## src/rtl/text_line_sequencer.sv

```systemverilog
// Typewriter text line: maps scan pixel (x,y) to glyph code and cell origin for "GAME OVER" / "GO".
// Latency: pixel outputs are registered, one cycle after the x,y they describe.
// Backpressure: none; frame_tick/start/clear are single-cycle pulses consumed as they arrive.
module text_line_sequencer #(
    parameter int TEXT_X        = 320,
    parameter int TEXT_Y        = 230,
    parameter int CHAR_PITCH    = 12,
    parameter int REVEAL_FRAMES = 8,
    parameter int BLINK_FRAMES  = 30
) (
    input  logic        clk,
    input  logic        reset,
    input  logic [9:0]  x,
    input  logic [9:0]  y,
    input  logic        frame_tick,
    input  logic        start,
    input  logic        clear,
    input  logic        msg_sel,
    output logic [31:0] posx,
    output logic [31:0] posy,
    output logic [4:0]  select_char,
    output logic        char_en,
    output logic        busy,
    output logic        done
);

    typedef enum logic [1:0] {IDLE, REVEAL, HOLD} state_t;

    localparam logic [31:0] REV_LAST   = 32'(REVEAL_FRAMES - 1);
    localparam logic [31:0] BLINK_LAST = (BLINK_FRAMES > 0) ? 32'(BLINK_FRAMES - 1) : 32'd0;
    localparam logic [4:0]  BLANK      = 5'd31;

    state_t      state, state_nxt;
    logic [3:0]  count, count_nxt;
    logic [31:0] tick_cnt, tick_nxt;
    logic        blink_on, blink_nxt;
    logic        msg, msg_nxt;
    logic        done_nxt;
    logic [3:0]  len;

    function automatic logic [4:0] rom_code(input logic m, input logic [3:0] i);
        logic [4:0] c;
        c = BLANK;
        if (m) begin
            case (i)
                4'd0:    c = 5'd0;
                4'd1:    c = 5'd5;
                default: c = BLANK;
            endcase
        end else begin
            case (i)
                4'd0:    c = 5'd0;
                4'd1:    c = 5'd1;
                4'd2:    c = 5'd2;
                4'd3:    c = 5'd8;
                4'd5:    c = 5'd5;
                4'd6:    c = 5'd6;
                4'd7:    c = 5'd8;
                4'd8:    c = 5'd7;
                default: c = BLANK;
            endcase
        end
        return c;
    endfunction

    assign len  = msg ? 4'd2 : 4'd9;
    assign busy = (state == REVEAL);

    always_comb begin
        state_nxt = state;
        count_nxt = count;
        tick_nxt  = tick_cnt;
        blink_nxt = blink_on;
        msg_nxt   = msg;
        done_nxt  = 1'b0;
        if (clear) begin
            state_nxt = IDLE;
            count_nxt = 4'd0;
            tick_nxt  = 32'd0;
            blink_nxt = 1'b1;
        end else if (start) begin
            state_nxt = REVEAL;
            msg_nxt   = msg_sel;
            count_nxt = 4'd1;
            tick_nxt  = 32'd0;
            blink_nxt = 1'b1;
        end else begin
            case (state)
                REVEAL: begin
                    if (frame_tick) begin
                        if (tick_cnt == REV_LAST) begin
                            tick_nxt  = 32'd0;
                            count_nxt = count + 4'd1;
                            if (count + 4'd1 == len) begin
                                state_nxt = HOLD;
                                done_nxt  = 1'b1;
                                blink_nxt = 1'b1;
                            end
                        end else begin
                            tick_nxt = tick_cnt + 32'd1;
                        end
                    end
                end
                HOLD: begin
                    if (frame_tick && (BLINK_FRAMES > 0)) begin
                        if (tick_cnt == BLINK_LAST) begin
                            tick_nxt  = 32'd0;
                            blink_nxt = ~blink_on;
                        end else begin
                            tick_nxt = tick_cnt + 32'd1;
                        end
                    end
                end
                default: ;
            endcase
        end
    end

    // Parallel compare chain: at most one cell can match since pitch >= glyph width.
    logic [31:0] x_ext, y_ext, cell_x, hit_x;
    logic        in_row, hit, pix_hit, visible, en_nxt;
    logic [3:0]  hit_idx;
    logic [4:0]  code;

    always_comb begin
        x_ext   = {22'd0, x};
        y_ext   = {22'd0, y};
        in_row  = (y_ext >= 32'(TEXT_Y)) && (y_ext <= 32'(TEXT_Y + 19));
        hit     = 1'b0;
        hit_idx = 4'd0;
        hit_x   = 32'd0;
        cell_x  = 32'd0;
        for (int i = 0; i < 9; i++) begin
            cell_x = 32'(TEXT_X + i * CHAR_PITCH);
            if (in_row && (x_ext >= cell_x) && (x_ext <= cell_x + 32'd9)) begin
                hit     = 1'b1;
                hit_idx = 4'(i);
                hit_x   = cell_x;
            end
        end
        code    = rom_code(msg, hit_idx);
        pix_hit = hit && (hit_idx < len);
        visible = (state == REVEAL) || ((state == HOLD) && blink_on);
        en_nxt  = pix_hit && (hit_idx < count) && (code != BLANK) && visible;
    end

    always_ff @(posedge clk) begin
        if (reset) begin
            state       <= IDLE;
            count       <= 4'd0;
            tick_cnt    <= 32'd0;
            blink_on    <= 1'b1;
            msg         <= 1'b0;
            done        <= 1'b0;
            posx        <= 32'd0;
            posy        <= 32'd0;
            select_char <= BLANK;
            char_en     <= 1'b0;
        end else begin
            state    <= state_nxt;
            count    <= count_nxt;
            tick_cnt <= tick_nxt;
            blink_on <= blink_nxt;
            msg      <= msg_nxt;
            done     <= done_nxt;
            // clear blanks immediately rather than showing one more pixel of the old state
            if (clear) begin
                select_char <= BLANK;
                char_en     <= 1'b0;
            end else if (pix_hit) begin
                posx        <= hit_x;
                posy        <= 32'(TEXT_Y);
                select_char <= code;
                char_en     <= en_nxt;
            end else begin
                select_char <= BLANK;
                char_en     <= 1'b0;
            end
        end
    end

endmodule

```

## config.mk

```make
export PLATFORM = sky130hd
export DESIGN_NAME = text_line_sequencer
export DESIGN_NICKNAME = d
export VERILOG_FILES = /design/src/rtl/text_line_sequencer.sv
export SDC_FILE = /design/constraint.sdc
export NUM_CORES = 1
export LEC_CHECK = 0
export BUFFER_PORTS_ARGS = -buffer_cell sky130_fd_sc_hd__buf_4
export CAP_MARGIN = 15
export CORE_MARGIN = 3
export CORE_UTILIZATION = 45
export CTS_CLUSTER_SIZE = 24
export DETAILED_ROUTE_END_ITERATION = 10
export PLACE_DENSITY = 0.77
export SKIP_CTS_REPAIR_TIMING = 1
export SLEW_MARGIN = 0
export SYNTH_ARGS = -nofsm -noshare
export SYNTH_HDL_FRONTEND = slang
export SYNTH_SLANG_ARGS = --single-unit
```

## constraint.sdc

```tcl
create_clock -name clk -period 3.7 [get_ports clk]
set_input_delay 0 -clock clk [delete_from_list [all_inputs] [get_ports clk]]
set_output_delay 0 -clock clk [all_outputs]
set_load 0.01 [all_outputs]
```

# ---- Yosys cells after proc, flatten, opt, wreduce, memory -nomap -nowiden
# Memory sizes are Yosys's and may differ from the RTL's.
# Index checks and enable logic that the tools add are counted.
# W data, S select, Z words.
dict set report totals {
  output_inout_bits 72
  ff_bits 80
  input_bits 26
  mem_bits_ro 80
  wordCells 148
  memories 1
}
# name depth word_bits rd rd_clocked_by_memory_dff wr line_no
set memory_table {}
lappend memory_table {{(no name shown)} 16 5 1 0 0 51} ;# case (i)
dict set report classes {
  bitwise_logic 6
  n_lt_le_gt_ge 22
  reduce_logical 43
  n_eq_ne 12
  n_mux 50
  add_sub_neg 2
}
# operator count
set op_table {}
lappend op_table {{$mux W32} 12}
lappend op_table {{$ge A10 B9 Y1 const B} 9}
lappend op_table {{$le A10 B9 Y1 const B} 9}
lappend op_table {{$pmux W32 S2} 1}
lappend op_table {{$add A32 B1 Y32 const B} 1}
lappend op_table {{$eq A32 B3 Y1 const B} 1}
lappend op_table {{$eq A32 B5 Y1 const B} 1}
lappend op_table {{$mux W4} 8}
lappend op_table {{$mux W1} 25}
lappend op_table {{$logic_and A1 B1 Y1} 24}
lappend op_table {{$ge A10 B8 Y1 const B} 1}
lappend op_table {{$le A10 B8 Y1 const B} 1}
lappend op_table {{$pmux W5 S2} 1}
lappend op_table {{$reduce_bool A2 Y1} 5}
lappend op_table {{$mux W9} 1}
lappend op_table {{$reduce_and A3 Y1} 3}
lappend op_table {{$lt A4 B4 Y1} 2}
lappend op_table {{$reduce_and A4 Y1} 2}
lappend op_table {{$ne A2 B2 Y1 const B} 3}
lappend op_table {{$not A1 Y1} 6}
lappend op_table {{$reduce_and A6 Y1} 1}
lappend op_table {{$reduce_or A3 Y1} 2}
lappend op_table {{$reduce_or A6 Y1} 1}
lappend op_table {{$mux W5} 1}
lappend op_table {{other kinds (12)} 14}

# ---- Logic depth before layout (Yosys ltp)
# Gate-level depths: netlist of the first run.
dict set report depth {
  ltp_word 18
  mapped_depth 14
  mapped_depth_nobuf 12
}

# ---- Worst setup path after synthesis of the first run
# No wires, ideal clock.
dict set report synth_timing {
  kind {input port to flip-flop}
  start {input y[9]}
  end {register select_char[0]}
  arrival_ps 3176
  path_stages 11
  n_path_buf 1
  setup_time_ps 127
  required_ps 3573
  slack_ps 397
  cell_sequence {nor4bb_1 > nand4_1 > clkbuf_1 > or4b_2 > o21ai_0 > nor2b_1 > inv_1 > ha_1 > a311o_1 > or3_1 > or3_1}
}
dict set report synth_via {
  elab_chain_cells 16
  elab_cells_between_ends 47
  cone_classes {3 x order compare; 1 x eq/ne; 19 x mux; 1 x bitwise; 22 x reduce/logical; 1 x memory}
}
# element line_no
set synth_rtl {}
lappend synth_rtl {{start: declaration} 14} ;# input logic [9:0] y,
lappend synth_rtl {{$ge A10 B8 Y1 / $le A10 B8 Y1 (equally long branches)} 128} ;# in_row = (y_ext >= 32'(TEXT_Y)) && (y_ext <= 32'(TEXT_Y + 19));
lappend synth_rtl {{$logic_and A1 B1 Y1 *} 128}
lappend synth_rtl {{$logic_and A1 B1 Y1 (2 in series)} 135} ;# if (in_row && (x_ext >= cell_x) && (x_ext <= cell_x + 32'd9)) begin
lappend synth_rtl {{$mux W1} 135}
lappend synth_rtl {{$mux W4 / $mux W1 (equally long branches) (7 in series)} 135}
lappend synth_rtl {{$lt A4 B4 Y1 / $mux W1 (equally long branches)} {142, 135}}
lappend synth_rtl {{$logic_and A1 B1 Y1} 142} ;# pix_hit = hit && (hit_idx < len);
lappend synth_rtl {{$not A1 Y1 (no line)} n/a}
lappend synth_rtl {{$reduce_or A3 Y1 (no line)} n/a}
lappend synth_rtl {{end signal: assignment} 173} ;# select_char <= code;
lappend synth_rtl {{end: declaration} 21} ;# output logic [4:0] select_char,
# Every way passes the cells marked *; elsewhere a longest branch is shown, timed or not.
# A chain may end at the register's enable or synchronous reset.

# ---- Worst setup path in the final report of the first run
dict set report layout_timing {
  start {input x[7]}
  end {register select_char[0]}
}
dict set report layout_via {
  elab_chain_cells 15
  elab_cells_between_ends 62
  cone_classes {19 x order compare; 1 x eq/ne; 19 x mux; 1 x bitwise; 21 x reduce/logical; 1 x memory}
}
# element line_no
set layout_rtl {}
lappend layout_rtl {{start: declaration} 13} ;# input logic [9:0] x,
lappend layout_rtl {{$ge A10 B9 Y1} 135}
lappend layout_rtl {{$logic_and A1 B1 Y1 (2 in series)} 135}
lappend layout_rtl {{$mux W1} 135}
lappend layout_rtl {{$mux W4 / $mux W1 (equally long branches) (7 in series)} 135}
lappend layout_rtl {{$lt A4 B4 Y1 / $mux W1 (equally long branches)} {142, 135}}
lappend layout_rtl {{$logic_and A1 B1 Y1} 142}
lappend layout_rtl {{$not A1 Y1 (no line)} n/a}
lappend layout_rtl {{$reduce_or A3 Y1 (no line)} n/a}
# Several ways; a longest one is shown, not always the timed one.

==> results of run 1 <==
[state kept, by name, indices dropped and copies added (netlist names)]
| register | flops |
|---|---|
| tick_cnt | 32 |
| char_en | 1 |
| msg | 1 |
| posx | 7 |
| posy | 1 |
| done | 1 |
| select_char | 5 |
| count | 4 |
| state | 2 |
| blink_on | 1 |
[layout by cell type, fill, tap and decap left out, drive strengths merged, types with 4 or more instances in the layout]
master,synthesis,final
nand4,9,9
and4,4,4
xor2,23,23
mux2,4,4
inv,22,23
nor3,16,16
nand2,25,25
nor2b,10,10
a31oi,5,5
o21ai,15,15
buf,59,48
nor2,57,57
o211ai,9,9
nand3,20,20
xnor2,11,11
ha,13,13
a21oi,20,20
conb,1,52
dfxtp,55,55
and3,10,10
nor4,14,14
dlygate4sd3,0,4
clkbuf,19,5
or3,5,5
a211o,4,4
[final cells by class]
class                   count  area, µm²  area share, %
clock buffers               5       68.8           1.69
multi-input cells         375       2270           55.8
repair buffers             52        400           9.84
clock inverters             3       18.8          0.461
inverters                  22       82.6           2.03
flip-flops and latches     55       1100           27.1
well taps                 102        128           3.14
[kinds of logic after synthesis]
family / after synthesis / synth area share [%]
muxes: 6 / 1.72
AOI/OAI and AO/OA: 78 / 13.9
and+or+nand+nor: 192 / 27.2
adders and majority gates: 13 / 4.31
DFF: 55 / 29.2
buffers and inverters: 100 / 15.8
xor gates and xnor gates: 34 / 7.89
other: 1 / 0.0993
[critical path: cells and delay by family]
family	cells	cell delay [ns]
compound gates	3	0.51
fa+ha+maj	1	0.31
buf+inv	3	0.35
simple gates	6	2.18
[routing by layer]
layer	part of all wire (%)	routed length, µm
met1	44	3500
met2	49	3890
met3	5.3	416
met4	1.3	100
met5	0	0
[final timing paths]
kind | cells past startpoint | to | start | slack, ns
max | 13 | select_char[0]$_SDFF_PP1_ | x[7] | 0.56
min | 4 | blink_on$_SDFFE_PP1P_ | frame_tick | 0.1
max reg2reg | 7 | select_char[0]$_SDFF_PP1_ | msg$_SDFFE_PP0P_ | 1.24
min reg2reg | 2 | state[1]$_SDFFE_PP0P_ | state[1]$_SDFFE_PP0P_ | 0.49
[report_power, final]
part / leakage, nW / switching, mW / total (mW) / internal [mW]
combinational: 1.15 / 0.0777 / 0.118 / 0.0407
sequential: 0.444 / 0.00356 / 0.597 / 0.594
clock: 0.0483 / 0.200 / 0.334 / 0.134
[stage by stage]
| step | util, % | instances |
|---|---|---|
| global route | 51.3 | 614 |
| CTS | 50.8 | 610 |
| floorplan | - | 530 |
| global placement | 49.7 | 602 |
| detailed placement | 49.7 | 602 |
| finish | 51.3 | 614 |
==> results.toml, run 1 <==
[outcome]
status = "completed"

[timing]
finalCritPeriodShare_pct = 84.8
period_minus_slack_ns = 3.14
whs_ns = 0.0956
relSlewSlack_pct = 48.0
max_freq_mhz = 319
setup_violations = 0
finalMaxSlewViolations = 0
skew_ns = 0.0134
worst_slew_pin_slew_ns = 0.773
finalWorstSetupSlack_ns = 0.564
hold_violations = 0
finalSetupTns_ns = 0
rsz0062_at_grt = "no"

[synth]
syn_inst = 479
synth_area_per_cell_um2 = 7.88
synth_top_area_cell = "dfxtp_1"
yosysWarnings = 0
synth-edff-count = 0
syn-cell-area_um2 = 3770
seq_area_frac_synth_pct = 29.2
synth_common_cells = "nor2_1 (57), buf_4 (56), dfxtp_1 (55)"
synth_flop_cell = "dfxtp_1"
synth.distinct_cells = 62
synth.most_common_cell = "nor2_1"
ys_ff_latch = 55
ys_async_sr_fraction_pct = 0
synth_top_area_share_pct = 29.2
ys_top_cells_by_area = "dfxtp_1 (29%), buf_4 (11%), nor2_1 (5.7%)"

[final_layout]
fin_nets = 550
final_area_um2 = 4070
drive_gt1_share_pct = 13.3
antenna_cells = 0
area_delta_synth_final_pct = 7.79
fill_cells = 810

[placement]
dpl_cell_area_um2 = 3940
numPortBuffers = 43
finalWeightedCongestion = 0.946
pre_cts_ws_ns = 0.253
place_hpwl_mm = 6.04

[critical_path]
worstPathArrival_ns = 3.34
slowest_stage = "or4_4"
crit_fanout = 9
crit_type = "input port to flop"
worst_setup_path_end_kind = "flop"
crit_chain = "buf_4 > or3b_1 > or4_4 > nand4_2 > o21ai_0 > nor2b_1 > inv_1 > ha_1 > inv_1 > a41oi_1 > o31a_1 > or3_1 > or3_1"
cp.required_ns = 3.90
startpoint_type = "input port"
slowest_delay_ns = 0.56

[floorplan]
io-pin-count = 98
initial_utilization_pct = 47.6
fp.dieW_um = 97.6
core-area_um2 = 7930
dieArea_um2 = 9520
chipHeight_um = 97.6
num_rows = 32

[power]
p_per_area_nw_per_um2 = 258
max-vdd-ir-drop_mv = 0.186
power_leakage_nw = 1.64
power_mw = 1.05

[flow_run]
maxCapViolCount = 0

[cts]
cts_tree = "yes"
clk_pin_slew_ns = 0.09
htreeDepth = 2
cts_buffer_depth = 2
cts_sinks = 55
cts_buffers = 5
clockRootBuffer = "clkbuf_8"
insertion_delay_ns = 0.32

[drt]
drc = 0
drt-pass1-iter-count = 4
wirelength_mm = 7.91
via_count = 3268
detail-route-antenna-nets = 0
first_iter_violations = 175
vias_per_cell = 5.32
avgRoutedWirePerCell_um = 12.9

[grt]
grt_pass1_vias = 2937
antenna_found_initial = 0
busiest_layer = "met2"
use_met3_pct = 2.73
met1_usage_pct = 20.8
grt_pass1_wl_mm = 13.2
gr-usage-all-layers_pct = 16.1
grt_max_degree = 31
grt-ovfl-total = 0
grtUsageMet2_pct = 27.5

[worst_hold_path]
min-delay-path-class = "input port to flop"
No activity file was read; power rests on OpenSTA's default activity.
==> run 2: changes to the inputs <==
Settings changed: ABC_AREA set to 1, PLACE_DENSITY 0.77 to 0.78.
Clock period 3.7 ns to 2.84 ns, I/O delays scaled along.
==> run 2 against run 1 <==
Compared with the run above: the run now ends with negative hold slack left; total power increased by 41%; critical path depth down 4; setup slack got worse by 0.076 ns; area after synthesis is 16% higher; routed wire length is 20% higher; sequential cell count unchanged; highest routed layer unchanged; clock skew down 0.0013 ns; utilization down 0.36 points; sequential power up 31%; register-to-register slack got worse by 0.75 ns; die area up 15%; combinational power increased by 91%.
==> results.toml, run 2 <==
[outcome]
status = "finished, violations left"
failed_checks = "negative hold slack"

[cts]
insertion_delay_ns = 0.32
cts_tree = "yes"
htreeDepth = 2
cts_sinks = 55
clk_pin_slew_ns = 0.11
clockRootBuffer = "clkbuf_8"
cts_buffers = 5
cts_buffer_depth = 2

[floorplan]
dieArea_um2 = 11000
io-pin-count = 98
num_rows = 35
initial_utilization_pct = 46.9
chipHeight_um = 105
fp.dieW_um = 105
core-area_um2 = 9370

[timing]
skew_ns = 0.0121
finalWorstSetupSlack_ns = 0.488
setup_violations = 0
whs_ns = -0.0182
max_freq_mhz = 425
period_minus_slack_ns = 2.35
finalMaxSlewViolations = 0
rsz0062_at_grt = "no"
finalSetupTns_ns = 0
finalCritPeriodShare_pct = 82.8
hold_violations = 1

[power]
power_leakage_nw = 2.15
intPower_mw = 1.03
p_per_area_nw_per_um2 = 309
swShare_pct = 30.2
p_sw_mw = 0.446
max-vdd-ir-drop_mv = 0.162
pwr-share-clk_pct = 31.7
p_seq_share_pct = 53.0
pwr-share-comb_pct = 15.3

[grt]
grt_pass1_vias = 3688
grt_pass1_wl_mm = 15.9
antenna_found_initial = 0
gr-usage-all-layers_pct = 16.8
grt_max_degree = 19
grt-ovfl-total = 0

[final_layout]
fin_nets = 726
drive_gt1_share_pct = 20.8
final_cell_mix = "nand2_1 (104), nor2_1 (86), inv_1 (83)"
largest_register_ff_count = 32
finish.utilization_pct = 51.0
multi_input_area_um2 = 2650
area_delta_synth_final_pct = 8.75
antenna_cells = 0
reg_top3 = "tick_cnt: 32 flops, posx: 7 flops, select_char: 5 flops"
fill_cells = 945
ff_latch_area_um2 = 1100
final_common_cell = "nand2_1"
top_register = "tick_cnt"

[synth]
synth_area_per_cell_um2 = 6.87
synth_top_area_cell = "dfxtp_1"
syn_inst = 639
synth_top_area_share_pct = 25.1
ys_top_cells_by_area = "dfxtp_1 (25%), buf_4 (9.6%), nand2_1 (8.9%)"
ys_ff_latch = 55
yosysWarnings = 0
ys_async_sr_fraction_pct = 0
synth-edff-count = 0
synth_common_cells = "nand2_1 (104), nor2_1 (86), inv_1 (83)"
synth_flop_cell = "dfxtp_1"
syn-cell-area_um2 = 4390
seq_area_frac_synth_pct = 25.1
synth.distinct_cells = 49
synth.most_common_cell = "nand2_1"

[critical_path]
regToRegSetupSlack_ns = 0.49
worstPathArrival_ns = 2.59
crit_chain = "nor4_1 > nand4_1 > nor3_2 > nor2_1 > nor2_1 > nand2_1 > nand2_2 > a21oi_1 > o21a_1"
cp_common_cell = "nor2_1"
path_delay_family = "simple AND/OR/NAND/NOR gates"
worst_setup_path_end_kind = "flop"
r2r_end = "tick_cnt[23]$_SDFFE_PP0P_"
r2r_cells = 9
cp.required_ns = 3.07
slowest_stage = "nor4_1"
crit_type = "flop to flop"
crit_fanout = 10
crit_path_start = "tick_cnt[28]$_SDFFE_PP0P_"
slowest_delay_ns = 0.43
crit_path_end = "tick_cnt[23]$_SDFFE_PP0P_"
r2r-start = "tick_cnt[28]$_SDFFE_PP0P_"
crit_cells = 9
cp.buffers_inverters = 0
startpoint_type = "flop"

[worst_hold_path]
holdPathStages = 4
min-delay-path-class = "input port to flop"

[drt]
first_iter_violations = 160
wirelength_mm = 9.47
vias_per_cell = 4.82
avgRoutedWirePerCell_um = 11.6
drc = 0
drt-pass1-iter-count = 5
detail-route-antenna-nets = 0
via_count = 3938

[placement]
pre_cts_ws_ns = 0.228
numPortBuffers = 44
place_hpwl_mm = 7.70
finalWeightedCongestion = 0.877

[flow_run]
maxCapViolCount = 0
[run 2: changes by cell type in the layout (fill, tap and decap cells not counted), sizes merged, moves of 6 or more]
| cell | change |
|---|---|
| nand2 | +108 |
| inv | +78 |
| nor2 | +46 |
| nand3 | +25 |
| xor2 | -13 |
| nor2b | -10 |
| xnor2 | -10 |
| nand4 | +9 |
| and3 | -8 |
| o211ai | -8 |
| a21oi | +6 |
[run 2: power groups by stage]
| stage | Sequential (mW) | Clock (mW) | Combinational (mW) |
|---|---|---|---|
| 3_5_place_dp | 0.801 | 0 | 0.219 |
| 3_3_place_gp | 0.801 | 0 | 0.215 |
| 2_1_floorplan | 0.801 | 0 | 0.202 |
| 4_1_cts | 0.783 | 0.475 | 0.220 |
| 6_report | 0.783 | 0.469 | 0.225 |
| 5_1_grt | 0.784 | 0.497 | 0.252 |
[run 2: layout make-up]
class                           count  area share (%)
Tap cell                          129            3.38
Clock inverter                      3           0.472
Multi-Input combinational cell    473            55.5
Timing Repair Buffer               50            8.02
Sequential cell                    55            23.1
Inverter                          102            8.12
Clock buffer                        5            1.44
[run 2: logic make-up after synthesis]
group	count (synthesis)	synth area share (%)
AOI/OAI and AO/OA	62	8.63
DFF	55	25.1
and+or+nand+nor	335	41.4
adders and majority gates	13	3.70
buffers and inverters	162	18.9
other	1	0.0854
xor gates and xnor gates	11	2.19
[run 2: how the worst min path moves through the flow]
stage / endpoint / from
floorplan: msg$_SDFFE_PP0P_ / reset
global placement: msg$_SDFFE_PP0P_ / reset
detailed placement: msg$_SDFFE_PP0P_ / reset
CTS: msg$_SDFFE_PP0P_ / reset
global route: count[0]$_SDFFE_PP0P_ / clear
finish: count[0]$_SDFFE_PP0P_ / clear
[run 2: stage by stage]
stage / total power [mW] / instances / area (µm²) / hold slack, ns
after global placement: 1.02 / 806 / 4650 / 0.193
after CTS: 1.48 / 814 / 4750 / -0.159
after detailed placement: 1.02 / 806 / 4650 / 0.193
after global routing: 1.53 / 817 / 4780 / 0.00860
final: 1.48 / 817 / 4780 / -0.0182
after floorplan: 1.00 / 690 / 4580 / 0.0691
[run 2: routing by layer]
layer,GRT usage (%),wire length (µm)
met1,22.2,4390
met2,28.2,4410
met3,3.21,549
met4,4.31,121
met5,0,0
[run 2: worst min-delay path, cell delays in order]
cell and delay, ns:
buf_4 0.10, nor2_1 0.07, nand2_1 0.07, inv_1 0.03
